## config.mk

```make
export PLATFORM = sky130hd
export DESIGN_NAME = stream_cipher_ctrl_flat
export DESIGN_NICKNAME = d
export VERILOG_FILES = /design/src/rtl/stream_cipher_ctrl_if.sv /design/src/rtl/stream_cipher_ctrl.sv /design/src/flat_wrapper.sv
export SDC_FILE = /design/constraint.sdc
export NUM_CORES = 1
export LEC_CHECK = 0
export ABC_CLOCK_PERIOD_IN_PS = 2420
export CORE_UTILIZATION = 55
export CTS_BUF_LIST = sky130_fd_sc_hd__clkbuf_4 sky130_fd_sc_hd__clkbuf_8
export DETAILED_ROUTE_END_ITERATION = 7
export PLACE_DENSITY = 0.88
export SYNTH_ARGS = -nofsm -noshare
export SYNTH_HDL_FRONTEND = slang
export SYNTH_SLANG_ARGS = --single-unit
```

## constraint.sdc

```tcl
create_clock -name clk -period 2.42 [get_ports clk]
set_input_delay 0.484 -clock clk [delete_from_list [all_inputs] [get_ports clk]]
set_output_delay 0.484 -clock clk [all_outputs]
set_load 0.1 [all_outputs]
```

## src/rtl/stream_cipher_ctrl_if.sv

```systemverilog
`default_nettype none
// +------------------------------------------------------------------+
// | stream_cipher_ctrl_if : session config and byte-stream handshake  |
// | Revision 1.0                                                      |
// +------------------------------------------------------------------+
interface stream_cipher_ctrl_if #(
    parameter int LEN_W = 8
);
    logic [7:0]       cfg_seed;
    logic [LEN_W-1:0] cfg_len;
    logic             start;
    logic             busy;
    logic             done;
    logic             seed_err;
    logic [7:0]       in_data;
    logic             in_valid;
    logic             in_ready;
    logic [7:0]       out_data;
    logic             out_valid;
    logic             out_ready;

    modport slave (
        input  cfg_seed, cfg_len, start, in_data, in_valid, out_ready,
        output busy, done, seed_err, in_ready, out_data, out_valid
    );

    modport master (
        output cfg_seed, cfg_len, start, in_data, in_valid, out_ready,
        input  busy, done, seed_err, in_ready, out_data, out_valid
    );
endinterface
`default_nettype wire

```

## src/rtl/stream_cipher_ctrl.sv

```systemverilog
`default_nettype none
// +------------------------------------------------------------------+
// | stream_cipher_ctrl : LFSR keystream XOR session controller        |
// | Revision 1.0                                                      |
// +------------------------------------------------------------------+
module stream_cipher_ctrl #(
    parameter logic [7:0] DEFAULT_SEED = 8'hAA,
    parameter int         LEN_W        = 8
) (
    input wire                  clk,
    input wire                  reset,
    stream_cipher_ctrl_if.slave bus
);
    typedef enum logic [1:0] {
        ST_IDLE  = 2'd0,
        ST_RUN   = 2'd1,
        ST_DRAIN = 2'd2
    } state_e;

    localparam logic [LEN_W-1:0] c_len_one = {{(LEN_W-1){1'b0}}, 1'b1};

    state_e           state_q, state_d;
    logic [7:0]       lfsr_q, lfsr_d;
    logic [7:0]       out_data_q, out_data_d;
    logic [LEN_W-1:0] remaining_q, remaining_d;
    logic             out_valid_q, out_valid_d;
    logic             busy_q, busy_d;
    logic             done_q, done_d;
    logic             seed_err_q, seed_err_d;

    logic             w_in_ready;
    logic             w_accept;
    logic             w_out_fire;
    logic [7:0]       w_lfsr_next;

    assign w_lfsr_next = {lfsr_q[6:0], lfsr_q[7] ^ lfsr_q[5] ^ lfsr_q[4] ^ lfsr_q[3]};
    assign w_in_ready  = (state_q == ST_RUN) && (!out_valid_q || bus.out_ready);
    assign w_accept    = bus.in_valid && w_in_ready;
    assign w_out_fire  = out_valid_q && bus.out_ready;

    always_comb begin
        state_d     = state_q;
        lfsr_d      = lfsr_q;
        out_data_d  = out_data_q;
        remaining_d = remaining_q;
        out_valid_d = out_valid_q;
        busy_d      = busy_q;
        done_d      = 1'b0;
        seed_err_d  = seed_err_q;

        case (state_q)
            ST_IDLE: begin
                if (bus.start) begin
                    if (bus.cfg_len != '0) begin
                        state_d     = ST_RUN;
                        busy_d      = 1'b1;
                        remaining_d = bus.cfg_len;
                        // A zero seed would lock the LFSR at zero, so substitute.
                        if (bus.cfg_seed == 8'h00) begin
                            lfsr_d     = DEFAULT_SEED;
                            seed_err_d = 1'b1;
                        end else begin
                            lfsr_d     = bus.cfg_seed;
                            seed_err_d = 1'b0;
                        end
                    end else begin
                        done_d = 1'b1;
                    end
                end
            end
            ST_RUN: begin
                if (w_out_fire) begin
                    out_valid_d = 1'b0;
                end
                if (w_accept) begin
                    out_data_d  = bus.in_data ^ lfsr_q;
                    out_valid_d = 1'b1;
                    lfsr_d      = w_lfsr_next;
                    remaining_d = remaining_q - c_len_one;
                    if (remaining_q == c_len_one) begin
                        state_d = ST_DRAIN;
                    end
                end
            end
            ST_DRAIN: begin
                if (w_out_fire) begin
                    out_valid_d = 1'b0;
                    done_d      = 1'b1;
                    busy_d      = 1'b0;
                    state_d     = ST_IDLE;
                end
            end
            default: begin
                state_d = ST_IDLE;
            end
        endcase
    end

    always_ff @(posedge clk or negedge reset) begin
        if (!reset) begin
            state_q     <= ST_IDLE;
            lfsr_q      <= DEFAULT_SEED;
            out_data_q  <= 8'h00;
            remaining_q <= '0;
            out_valid_q <= 1'b0;
            busy_q      <= 1'b0;
            done_q      <= 1'b0;
            seed_err_q  <= 1'b0;
        end else begin
            state_q     <= state_d;
            lfsr_q      <= lfsr_d;
            out_data_q  <= out_data_d;
            remaining_q <= remaining_d;
            out_valid_q <= out_valid_d;
            busy_q      <= busy_d;
            done_q      <= done_d;
            seed_err_q  <= seed_err_d;
        end
    end

    assign bus.in_ready  = w_in_ready;
    assign bus.out_data  = out_data_q;
    assign bus.out_valid = out_valid_q;
    assign bus.busy      = busy_q;
    assign bus.done      = done_q;
    assign bus.seed_err  = seed_err_q;
endmodule
`default_nettype wire

```

## src/flat_wrapper.sv

```systemverilog
// flat-port wrapper written by rule: the top's interface ports become plain ports
module stream_cipher_ctrl_flat 
#(
    parameter logic [7:0] DEFAULT_SEED = 8'hAA,
    parameter int         LEN_W        = 8
)
  (clk, reset, bus_cfg_seed, bus_cfg_len, bus_start, bus_in_data, bus_in_valid, bus_out_ready, bus_busy, bus_done, bus_seed_err, bus_in_ready, bus_out_data, bus_out_valid);
  stream_cipher_ctrl_if #(.LEN_W(LEN_W)) bus_i ();
  input wire clk;
  input wire reset;
  input wire logic [$bits(bus_i.cfg_seed)-1:0] bus_cfg_seed;
  input wire logic [$bits(bus_i.cfg_len)-1:0] bus_cfg_len;
  input wire logic [$bits(bus_i.start)-1:0] bus_start;
  input wire logic [$bits(bus_i.in_data)-1:0] bus_in_data;
  input wire logic [$bits(bus_i.in_valid)-1:0] bus_in_valid;
  input wire logic [$bits(bus_i.out_ready)-1:0] bus_out_ready;
  output wire logic [$bits(bus_i.busy)-1:0] bus_busy;
  output wire logic [$bits(bus_i.done)-1:0] bus_done;
  output wire logic [$bits(bus_i.seed_err)-1:0] bus_seed_err;
  output wire logic [$bits(bus_i.in_ready)-1:0] bus_in_ready;
  output wire logic [$bits(bus_i.out_data)-1:0] bus_out_data;
  output wire logic [$bits(bus_i.out_valid)-1:0] bus_out_valid;
  assign bus_i.cfg_seed = bus_cfg_seed;
  assign bus_i.cfg_len = bus_cfg_len;
  assign bus_i.start = bus_start;
  assign bus_i.in_data = bus_in_data;
  assign bus_i.in_valid = bus_in_valid;
  assign bus_i.out_ready = bus_out_ready;
  assign bus_busy = bus_i.busy;
  assign bus_done = bus_i.done;
  assign bus_seed_err = bus_i.seed_err;
  assign bus_in_ready = bus_i.in_ready;
  assign bus_out_data = bus_i.out_data;
  assign bus_out_valid = bus_i.out_valid;
  stream_cipher_ctrl #(.DEFAULT_SEED(DEFAULT_SEED), .LEN_W(LEN_W)) u_core (.clk(clk), .reset(reset), .bus(bus_i));
endmodule
```

======== Word level (Yosys, flattened, before mapping) ========
Cells that the tools add are included.
Widths: inputs -> output; s select.
word-level totals
  flip-flop bits (word level) ............. 30
  latch bits .............................. 0
  RAM bits ................................ 0
  ROM bits ................................ 0
  input bits .............................. 29
  output and inout port bits .............. 13
  logic and storage cells ................. 64
  memories ................................ 0
operators by class
  add/sub/neg operators ................... 1
  multiply operators ...................... 0
  div/mod/pow operators ................... 0
  order comparisons ....................... 0
  eq/ne operators ......................... 8
  shift-type cells ........................ 0
  multiplexer cells ....................... 27
  bitwise gates (word level) .............. 4
  reduce and logical (&&, ||, !) cells .... 16
operators by type and width
  operator             count
  $mux 8               7
  $pmux 8 s2           2
  $mux 2               5
  $mux 1               9
  $eq 8x1->1 const B   1
  $logic_not 8->1      1
  $reduce_and 4->1     2
  $reduce_bool 8->1    1
  $sub 8x1->8 const B  1
  $xor 8x8->8          1
  $ne 2x1->1 const B   3
  $pmux 1 s2           3
  $pmux 2 s3           1
  $reduce_bool 2->1    3
  $reduce_and 5->1     1
  $ne 2x2->1 const B   2
  $logic_and 1x1->1    3
  $reduce_and 3->1     1
  $xor 1x1->1          3
  $eq 2x1->1 const B   1
  $eq 2x2->1 const B   1
  $logic_not 2->1      1
  $reduce_and 2->1     1
  $logic_not 1->1      1
  $logic_or 1x1->1     1

======== Longest topological paths before layout ========
Gate-level depths: netlist of run 1.
  depth after elaboration ................. 6
  mapped depth ............................ 8
  gate-level depth less buffers ........... 7

======== Worst setup path after synthesis of run 1 ========
No wires, ideal clock.
  kind .................................... reg-to-output
  start point ............................. reg u_core.state_q[1]
  end point ............................... out bus_in_ready
  arrival ................................. 1825 ps
  data required time ...................... 1936 ps
  slack ................................... 111 ps
  stages on the path, launching flop included .. 5
  buffers on the path ..................... 1
  cell sequence ........................... dfrtp_1 -> inv_1 -> ha_1 -> clkbuf_1 -> and2_1
on the way
  cells in the longest elaborated chain, start to end .. 2
RTL lines
  item                    line                       RTL
  from (decl)             stream_cipher_ctrl.sv:22   state_e state_q, state_d;
  from (signal assigned)  stream_cipher_ctrl.sv:110  state_q <= state_d;
  $eq 2x1->1              stream_cipher_ctrl.sv:37   assign w_in_ready = (state_q == ST_RUN) && (!out_valid_q || bus.out_ready);
  $logic_and 1x1->1       stream_cipher_ctrl.sv:37
  to (decl)               flat_wrapper.sv:20         output wire logic [$bits(bus_i.in_ready)-1:0] bus_in_ready;
No other way between the ends.

======== Worst setup path after layout of run 1 ========
  start point ............................. reg u_core.state_q[1]
  end point ............................... reg u_core.remaining_q[2]
on the way
  cells in the longest elaborated chain, start to end .. 5
  elaborated cells between the ends (all ways) .. 10
RTL lines
  item                        line                                                RTL
  $eq 2x1->1                  stream_cipher_ctrl.sv:37, stream_cipher_ctrl.sv:51
  $logic_and 1x1->1           stream_cipher_ctrl.sv:37
  $logic_and 1x1->1           stream_cipher_ctrl.sv:38                            assign w_accept = bus.in_valid && w_in_ready;
  $ne 2x1->1 (no line)        -
  $reduce_and 4->1 (no line)  -
  to (signal assigned)        stream_cipher_ctrl.sv:113                           remaining_q <= remaining_d;
  to (decl)                   stream_cipher_ctrl.sv:25                            logic [LEN_W-1:0] remaining_q, remaining_d;
Parallel ways exist; a longest one is shown, timed or not.
A chain may end at the register's enable or synchronous reset.

==> reports/metrics.cfg, run 1 <==
[run_status]
status = finished, violations left
violations = DRC

[worst_hold_path]
hp-class = reg -> reg
hold_path_depth = 2

[logic_synthesis]
synth_fp_nets = 212
syn_area_per_cell_um2 = 9.45
synthCells = 178
ys_seq_area_frac = 0.449
synth_ff_type = dfrtp_1
synth_warnings = 0
ys_seq_elements = 30
synthArstFlopShare = 1.00
ys_types = 40
synth.cell_area_um2 = 1680
synth-edff-count = 0

[route]
viasPerCell = 5.97
vias = 1516
routed_wl_mm = 4.04
ant_nets = 0
wl_per_cell_um = 15.9
drt_iter0_drc = 79
firstDrtPassIters = 7
drc = 3

[grt]
grt_pass1_wl_mm = 6.93
grt_max_degree = 31
track_usage = 0.281
overflow = 0
grt_pass1_vias = 1495
antenna_found_initial = 0

[placement]
gp_congestion = 0.837
dp_cells = 247
dp_hpwl_mm = 2.98
place_ws_ps = 105
port_buffers = 41

[job]
max_cap_viol_count = 0

[clock_network]
numCtsBuffers = 5
cts_hold_buf = 0
clk_latency_ps = 330
h-tree-depth = 2
cts_resized = 0
cts_tree = done
cts_setup_buffers = 0
cts_sinks = 30
clock_path_buffers = 2
clkTransAtPathRegs_ps = 100
cts_root_buf = clkbuf_4

[floorplanning]
fp.dieW_um = 57.3
io_pins = 42
rows = 19
die_h_um = 57.3
initial_core_util = 0.594
die_area_um2 = 3280
core_area_um2 = 2830

[critical_path]
critical_path_class = reg -> reg
max_stage_delay_ps = 470
critPathSlowestCell = ha_1
crit_required_ps = 2670
critPathCaptureType = flip-flop
cp_max_fo = 11
path_cells = inv_1 -> ha_1 -> nand2_1 -> a22oi_4 -> o21ai_0 -> a221oi_2
ff2ff_path_depth = 6
cp.arrival_ps = 2280
startpoint_type = flip-flop

[power_and_ir_drop]
pwr-share-clk = 0.410
pwr-share-seq = 0.500
p_int_mw = 0.801
power_density_nw_per_um2 = 467
switchingPower_mw = 0.217
combPwrFrac = 0.090
leakagePower_nw = 0.953
power_switching_share = 0.213
vdd_drop_max_mv = 0.350

[timing]
rsz0062_at_grt = false
tns_ps = 0
skew_ps = 10.7
fmax_mhz = 494
hold_viol = 0
setup_ws_ps = 394
slew_viol_final = 0
finalCritPeriodShare = 0.837
tightest_slew_ps = 484
slew_headroom = 0.677
hold_ws_ps = 484
setup_viol = 0
min_period_ps = 2030

[cells_and_area]
area_growth_pct = 29.7
final_cells = 254
diodes = 0
final_cell_mix = nand2_1, clkdlybuf4s50_1, dfrtp_1
drive_gt1_frac = 0.184
final_common_cell = nand2_1
multi_input_area_um2 = 855
regArea_um2 = 756
layout.nets = 257
fill_cells = 199

## worst max-delay path: cells and delay by family, from the launching register on
family,cells,cell delay [ps]
DFF,1,410
adders and majority gates,1,470
and+or+nand+nor,1,210
AOI/OAI and AO/OA,3,760
buffers and inverters,1,100
## layout make-up
type,instances,area share
Sequential cell,30,0.347
Clock buffer,6,0.0235
Clock inverter,1,0.0138
Timing Repair Buffer,45,0.193
Inverter,8,0.0138
Multi-Input combinational cell,133,0.392
Tap cell,31,0.0178
## stage by stage
| step | total power, mW | utilization | instance area [um2] |
|---|---|---|---|
| 6_report | 1.02 | 0.771 | 2180 |
| 2_1_floorplan | 0.542 | - | 1680 |
| 5_1_grt | 1.05 | 0.771 | 2180 |
| 4_1_cts | 1.02 | 0.771 | 2180 |
| 3_5_place_dp | 0.610 | 0.742 | 2100 |
| 3_3_place_gp | 0.607 | 0.742 | 2100 |
## path summary, 6_finish.rpt
check / start / end / slack, ps
max in group asynchronous: reset / u_core.lfsr_q[3]$_DFFE_PN1P_ / 1570
hold / removal: u_core.bus.out_data[1]$_DFFE_PN0P_ / u_core.bus.out_data[1]$_DFFE_PN0P_ / 480
setup reg to reg: u_core.state_q[1]$_DFFE_PN0P_ / u_core.remaining_q[2]$_DFFE_PN0P_ / 390
setup / recovery: u_core.state_q[1]$_DFFE_PN0P_ / u_core.remaining_q[2]$_DFFE_PN0P_ / 390
min in group asynchronous: reset / u_core.bus.out_valid$_DFFE_PN0P_ / 520
hold reg to reg: u_core.bus.out_data[1]$_DFFE_PN0P_ / u_core.bus.out_data[1]$_DFFE_PN0P_ / 480
## cells by family (layout without fill, tap and decap cells)
logic type,after synthesis,after routing,synth area share
DFF,30,30,0.449
adders and majority gates,5,5,0.0372
AOI/OAI and AO/OA,47,47,0.185
buffers and inverters,15,60,0.0424
muxes,4,4,0.0246
xor gates and xnor gates,11,11,0.0573
and+or+nand+nor,66,66,0.204
## cell usage after synthesis (all sizes together), types with 3 or more instances
| cell type | n | area [um2] |
|---|---|---|
| nand2 | 29 | 109 |
| inv | 8 | 30.0 |
| nor3b | 3 | 22.5 |
| a21oi | 7 | 35.0 |
| nor4 | 5 | 37.5 |
| o21ai | 20 | 100 |
| mux2i | 3 | 30.0 |
| nor2 | 9 | 33.8 |
| nor3 | 7 | 55.1 |
| nand3 | 5 | 30.0 |
| o22ai | 9 | 56.3 |
| dfrtp | 26 | 651 |
| buf | 5 | 33.8 |
| dfstp | 4 | 105 |
| xnor2 | 11 | 96.3 |
| ha | 5 | 62.6 |
## routing by layer
layer	track usage	vias to the layer above	routed length, um
met4	0.101	0	85
met5	0	-	0
li1	-	725	-
met1	0.333	730	1630
met2	0.487	50	2080
met3	0.0816	11	234
## power groups by stage
stage / Combinational, mW / Clock (mW) / Sequential (mW)
finish: 0.0921 / 0.417 / 0.509
global route: 0.100 / 0.444 / 0.510
CTS: 0.0924 / 0.421 / 0.509
detailed placement: 0.0917 / 0 / 0.518
global placement: 0.0888 / 0 / 0.519
floorplan: 0.0242 / 0 / 0.518
## state kept, by name (all words and copies together) (netlist names)
register,cells
u_core.bus.busy,1
u_core.lfsr_q,8
u_core.bus.seed_err,1
u_core.bus.out_valid,1
u_core.state_q,2
u_core.bus.out_data,8
u_core.bus.done,1
u_core.remaining_q,8
No activity file was read; power rests on OpenSTA's default activity.
==> inputs of run 2 (changes only) <==
- ABC_CLOCK_PERIOD_IN_PS: 2420 -> 1650
- CORE_UTILIZATION: 55 -> 46
- PLACE_DENSITY: 0.88 -> 0.78
- clock period: 2.42 -> 1.65 ns (I/O delays scaled with it)
==> run 2 against run 1 <==
Net effect:
- the flow finishes with violations (setup timing)
- critical path depth is the same
- sequential share of layout area shrank 5.7 points
- non-clock buffer count grew 21
- cell count grew 15%
- wire length grew 19%
- clock skew shrank 1.3 ps
- register-to-register slack lost 380 ps
- core utilization shrank 0.35 points
==> reports/metrics.cfg, run 2 (synthesis gave the netlist of run 1 again) <==
[run_status]
status = finished, violations left
violations = setup timing

[cells_and_area]
area_growth_pct = 55.9
layout.nets = 278
regArea_um2 = 759
multi_input_area_um2 = 961
fill_cells = 233
final_cells = 291
final_common_cell = nand2_1
drive_gt1_frac = 0.314
final_cell_mix = nand2_1, dfrtp_1, buf_4
diodes = 0

[job]
max_cap_viol_count = 0

[floorplanning]
rows = 21
io_pins = 42
initial_core_util = 0.492
core_area_um2 = 3420
fp.dieW_um = 62.5
die_h_um = 62.5
die_area_um2 = 3900

[critical_path]
ff2ff_path_depth = 6
reg2reg_setup_slack_ps = 10
r2r-end = u_core.remaining_q[2]$_DFFE_PN0P_
crit_path_start = bus_start
critPathSlowestCell = clkdlybuf4s50_1
path_cells = clkdlybuf4s50_1 -> a21bo_4 -> buf_4 -> a22oi_4 -> o21ai_2 -> a221oi_2
cp-endpoint = u_core.remaining_q[2]$_DFFE_PN0P_
path_buf_inv = 2
crit_required_ps = 1900
max_stage_delay_ps = 550
cp.depth = 6
cpLargestDelayFamily = compound AO/OA/AOI/OAI gates
cp.arrival_ps = 1920
cp_max_fo = 8
critPathCaptureType = flip-flop
critical_path_class = in -> reg
startpoint_type = input pin
r2r-start = u_core.state_q[0]$_DFFE_PN0P_

[clock_network]
clock_path_buffers = 2
numCtsBuffers = 5
h-tree-depth = 2
cts_tree = done
clk_latency_ps = 340
clkTransAtPathRegs_ps = 100
cts_root_buf = clkbuf_4
cts_hold_buf = 0
cts_sinks = 30

[grt]
grt_max_degree = 31
grt_pass1_vias = 1650
overflow = 0
track_usage = 0.245
antenna_found_initial = 0
grt_pass1_wl_mm = 7.41

[timing]
setup_ws_ps = -16.9
finalCritPeriodShare = 1.01
rsz0062_at_grt = true
skew_ps = 9.39
min_period_ps = 1670
hold_viol = 0
slew_headroom = 0.740
slew_viol_final = 0
setup_viol = 1
fmax_mhz = 600
tightest_slew_ps = 390

[power_and_ir_drop]
vdd_drop_max_mv = 0.537
leakagePower_nw = 1.15
p_total_mw = 1.39
power_density_nw_per_um2 = 530

[placement]
dp_cells = 278
gp_congestion = 0.905
dp_hpwl_mm = 3.33
port_buffers = 41

[route]
viasPerCell = 5.67
drt_iter0_drc = 53
ant_nets = 0
drc = 0
vias = 1650
firstDrtPassIters = 5
routed_wl_mm = 4.80
wl_per_cell_um = 16.5

[worst_hold_path]
hp-class = in -> async

run 2: changes by cell type in the layout (fill, tap and decap cells not counted), sizes merged:
cell / change
clkinv: +1
dlygate4sd2: +4
dlymetal6s2s: +4
clkdlybuf4s50: -8
buf: +21
clkinvlp: +1
bufinv: -1
run 2: what timing repair did:
item                       4_1_cts  5_1_grt
gates resized for setup         13       16
gates cloned                     0        0
buffers inserted                 0        5
setup endpoints to repair       15       18
pin swaps                        6        5
run 2: worst min-delay path by stage:
stage                                 startpoint                           endpoint  slack (ps)
global placement    u_core.lfsr_q[1]$_DFFE_PN1P_       u_core.lfsr_q[1]$_DFFE_PN1P_         490
CTS                                        reset  u_core.remaining_q[0]$_DFFE_PN0P_         380
finish                                     reset  u_core.remaining_q[6]$_DFFE_PN0P_         370
detailed placement  u_core.lfsr_q[1]$_DFFE_PN1P_       u_core.lfsr_q[1]$_DFFE_PN1P_         510
global route                      bus_cfg_len[5]  u_core.remaining_q[5]$_DFFE_PN0P_         380
floorplan                                  reset        u_core.bus.busy$_DFFE_PN0P_          30
run 2: final cells by class:
cell class / count / area share
clock buffer: 6 / 0.0196
clock inverter: 2 / 0.00477
inverter: 8 / 0.0115
multi-input combinational: 133 / 0.367
sequential: 30 / 0.290
tap: 46 / 0.0220
timing repair buffer: 66 / 0.286
run 2: where the power goes:
part / internal (mW) / switching [mW] / leakage, nW / total [mW]
logic: 0.0915 / 0.0640 / 0.731 / 0.156
registers: 0.740 / 0.00717 / 0.383 / 0.747
clock network: 0.205 / 0.281 / 0.0343 / 0.486
run 2: stage by stage:
step | setup TNS, ps | utilization | setup slack [ps] | instance area, um2 | hold slack, ps
4_1_cts | -1.77 | 0.734 | -1.77 | 2510 | 384
5_1_grt | -625 | 0.767 | -67.3 | 2620 | 379
3_5_place_dp | -6790 | 0.706 | -473 | 2410 | 506
3_3_place_gp | -5520 | 0.706 | -397 | 2410 | 489
2_1_floorplan | 0 | - | 9.33 | 1700 | 34.4
6_report | -16.9 | 0.767 | -16.9 | 2620 | 370
run 2: metal layers:
layer / vias to the layer above / wire, um / GRT usage
met3: 29 / 257 / 0.0529
met4: 0 / 233 / 0.142
li1: 764 / - / -
met1: 787 / 1880 / 0.283
met2: 70 / 2430 / 0.417
met5: - / 0 / 0
==> inputs of run 3 (changes only) <==
- CORE_UTILIZATION: 46 -> 30
- PLACE_DENSITY: 0.78 -> 0.55
- SKIP_CTS_REPAIR_TIMING: not set -> 1
==> run 3 against run 2 <==
Net effect:
- the flow now finishes without violations
- via count shrank 5.5%
- wire length shrank 13%
- clock power grew 29%
- cell count grew 12%
- setup slack gained 67 ps
- critical path depth shrank 2
- highest routed layer unchanged
- register-to-register slack gained 50 ps
==> reports/metrics.cfg, run 3 (synthesis gave the netlist of run 1 again) <==
[timing]
tightest_slew_ps = 320
finalCritPeriodShare = 0.970
hold_viol = 0
setup_viol = 0
rsz0062_at_grt = true
min_period_ps = 1600
slew_headroom = 0.787
hold_ws_ps = 355
skew_ps = 4.60
fmax_mhz = 625
slew_viol_final = 0

[cells_and_area]
final_cell_mix = buf_4, nand2_1, dfrtp_1
area_growth_pct = 64.7
final_area_um2 = 2770
final_cells = 326
fill_cells = 484
diodes = 0
drive_gt1_frac = 0.344
layout.nets = 289
final_common_cell = buf_4

[critical_path]
reg2reg_setup_slack_ps = 60
critPathSlowestCell = clkdlybuf4s50_1
path_cells = clkdlybuf4s50_1 -> nand2b_4 -> and2_4 -> buf_12
cp_max_fo = 3
startpoint_type = input pin
critical_path_class = in -> out
crit_required_ps = 1320
critPathCaptureType = output pin
cp.arrival_ps = 1270
r2r-start = u_core.state_q[0]$_DFFE_PN0P_
ff2ff_path_depth = 7
r2r-end = u_core.remaining_q[3]$_DFFE_PN0P_
max_stage_delay_ps = 480

[route]
vias = 1559
wl_per_cell_um = 12.9
drt_iter0_drc = 52
viasPerCell = 4.78
routed_wl_mm = 4.20
ant_nets = 0
firstDrtPassIters = 4
drc = 0

[power_and_ir_drop]
pwr-share-clk = 0.407
power_density_nw_per_um2 = 557
p_total_mw = 1.54
leakagePower_nw = 1.25
power_switching_share = 0.222
combPwrFrac = 0.109
pwr-share-seq = 0.484
p_int_mw = 1.20
vdd_drop_max_mv = 0.312
switchingPower_mw = 0.343

[clock_network]
clock_path_buffers = 2
clkTransAtPathRegs_ps = 60
h-tree-depth = 2
clk_latency_ps = 280
cts_tree = done
cts_sinks = 30
numCtsBuffers = 5
cts_root_buf = clkbuf_8

[job]
max_cap_viol_count = 0

[floorplanning]
rows = 26
die_area_um2 = 5910
fp.dieW_um = 76.9
io_pins = 42
core_area_um2 = 5240
die_h_um = 76.9
initial_core_util = 0.321

[worst_hold_path]
hp-class = in -> async

[grt]
grt_pass1_vias = 1525
antenna_found_initial = 0
grt_pass1_wl_mm = 7.18
track_usage = 0.155
grt_max_degree = 25
overflow = 0

[placement]
placed_area_um2 = 2540
port_buffers = 41
dp_cells = 314
gp_congestion = 0.790
dp_hpwl_mm = 3.22

[run_status]
status = finished clean

==> run 3: layout make-up <==
type / count / area [um2] / area share
Clock inverter: 1 / 5.00 / 0.00181
Timing Repair Buffer: 77 / 856 / 0.309
Tap cell: 70 / 87.6 / 0.0316
Sequential cell: 30 / 759 / 0.274
Multi-Input combinational cell: 133 / 942 / 0.340
Inverter: 8 / 30.0 / 0.0108
Clock buffer: 7 / 90.1 / 0.0325
==> run 3: metrics by stage <==
step | utilization | worst slack (ps) | setup TNS, ps
3_3_place_gp | 0.486 | -368 | -5180
5_1_grt | 0.529 | -18.1 | -36.6
4_1_cts | 0.504 | -156 | -1480
2_1_floorplan | - | 9.33 | 0
6_report | 0.529 | 49.6 | 0
3_5_place_dp | 0.486 | -423 | -6080
==> run 3: layer usage <==
layer / vias up / wire (um) / global-route usage
met2: 31 / 2000 / 0.246
met5: - / 0 / 0
met3: 5 / 138 / 0.0286
met1: 735 / 2000 / 0.204
li1: 788 / - / -
met4: 0 / 59 / 0.0692
==> run 3: power by group through the flow <==
stage / Combinational (mW) / Clock [mW] / Sequential, mW
after floorplan: 0.0360 / 0 / 0.759
after global placement: 0.165 / 0 / 0.761
after detailed placement: 0.167 / 0 / 0.761
after CTS: 0.167 / 0.654 / 0.747
after global routing: 0.185 / 0.674 / 0.747
final: 0.169 / 0.628 / 0.747
==> run 3: critical path: cells and delay by family <==
family,cells,cell delay (ps)
and+or+nand+nor,2,300
buffers and inverters,2,640
==> run 3: worst max-delay path by stage <==
| stage | start | end | slack [ps] |
|---|---|---|---|
| finish | bus_out_ready | bus_in_ready | 50 |
| global route | u_core.state_q[0]$_DFFE_PN0P_ | u_core.remaining_q[3]$_DFFE_PN0P_ | -20 |
| CTS | u_core.state_q[1]$_DFFE_PN0P_ | u_core.remaining_q[5]$_DFFE_PN0P_ | -160 |
| detailed placement | bus_cfg_len[1] | u_core.state_q[0]$_DFFE_PN0P_ | -420 |
| global placement | bus_cfg_len[1] | u_core.state_q[0]$_DFFE_PN0P_ | -370 |
| floorplan | u_core.bus.out_valid$_DFFE_PN0P_ | u_core.remaining_q[5]$_DFFE_PN0P_ | 9 |
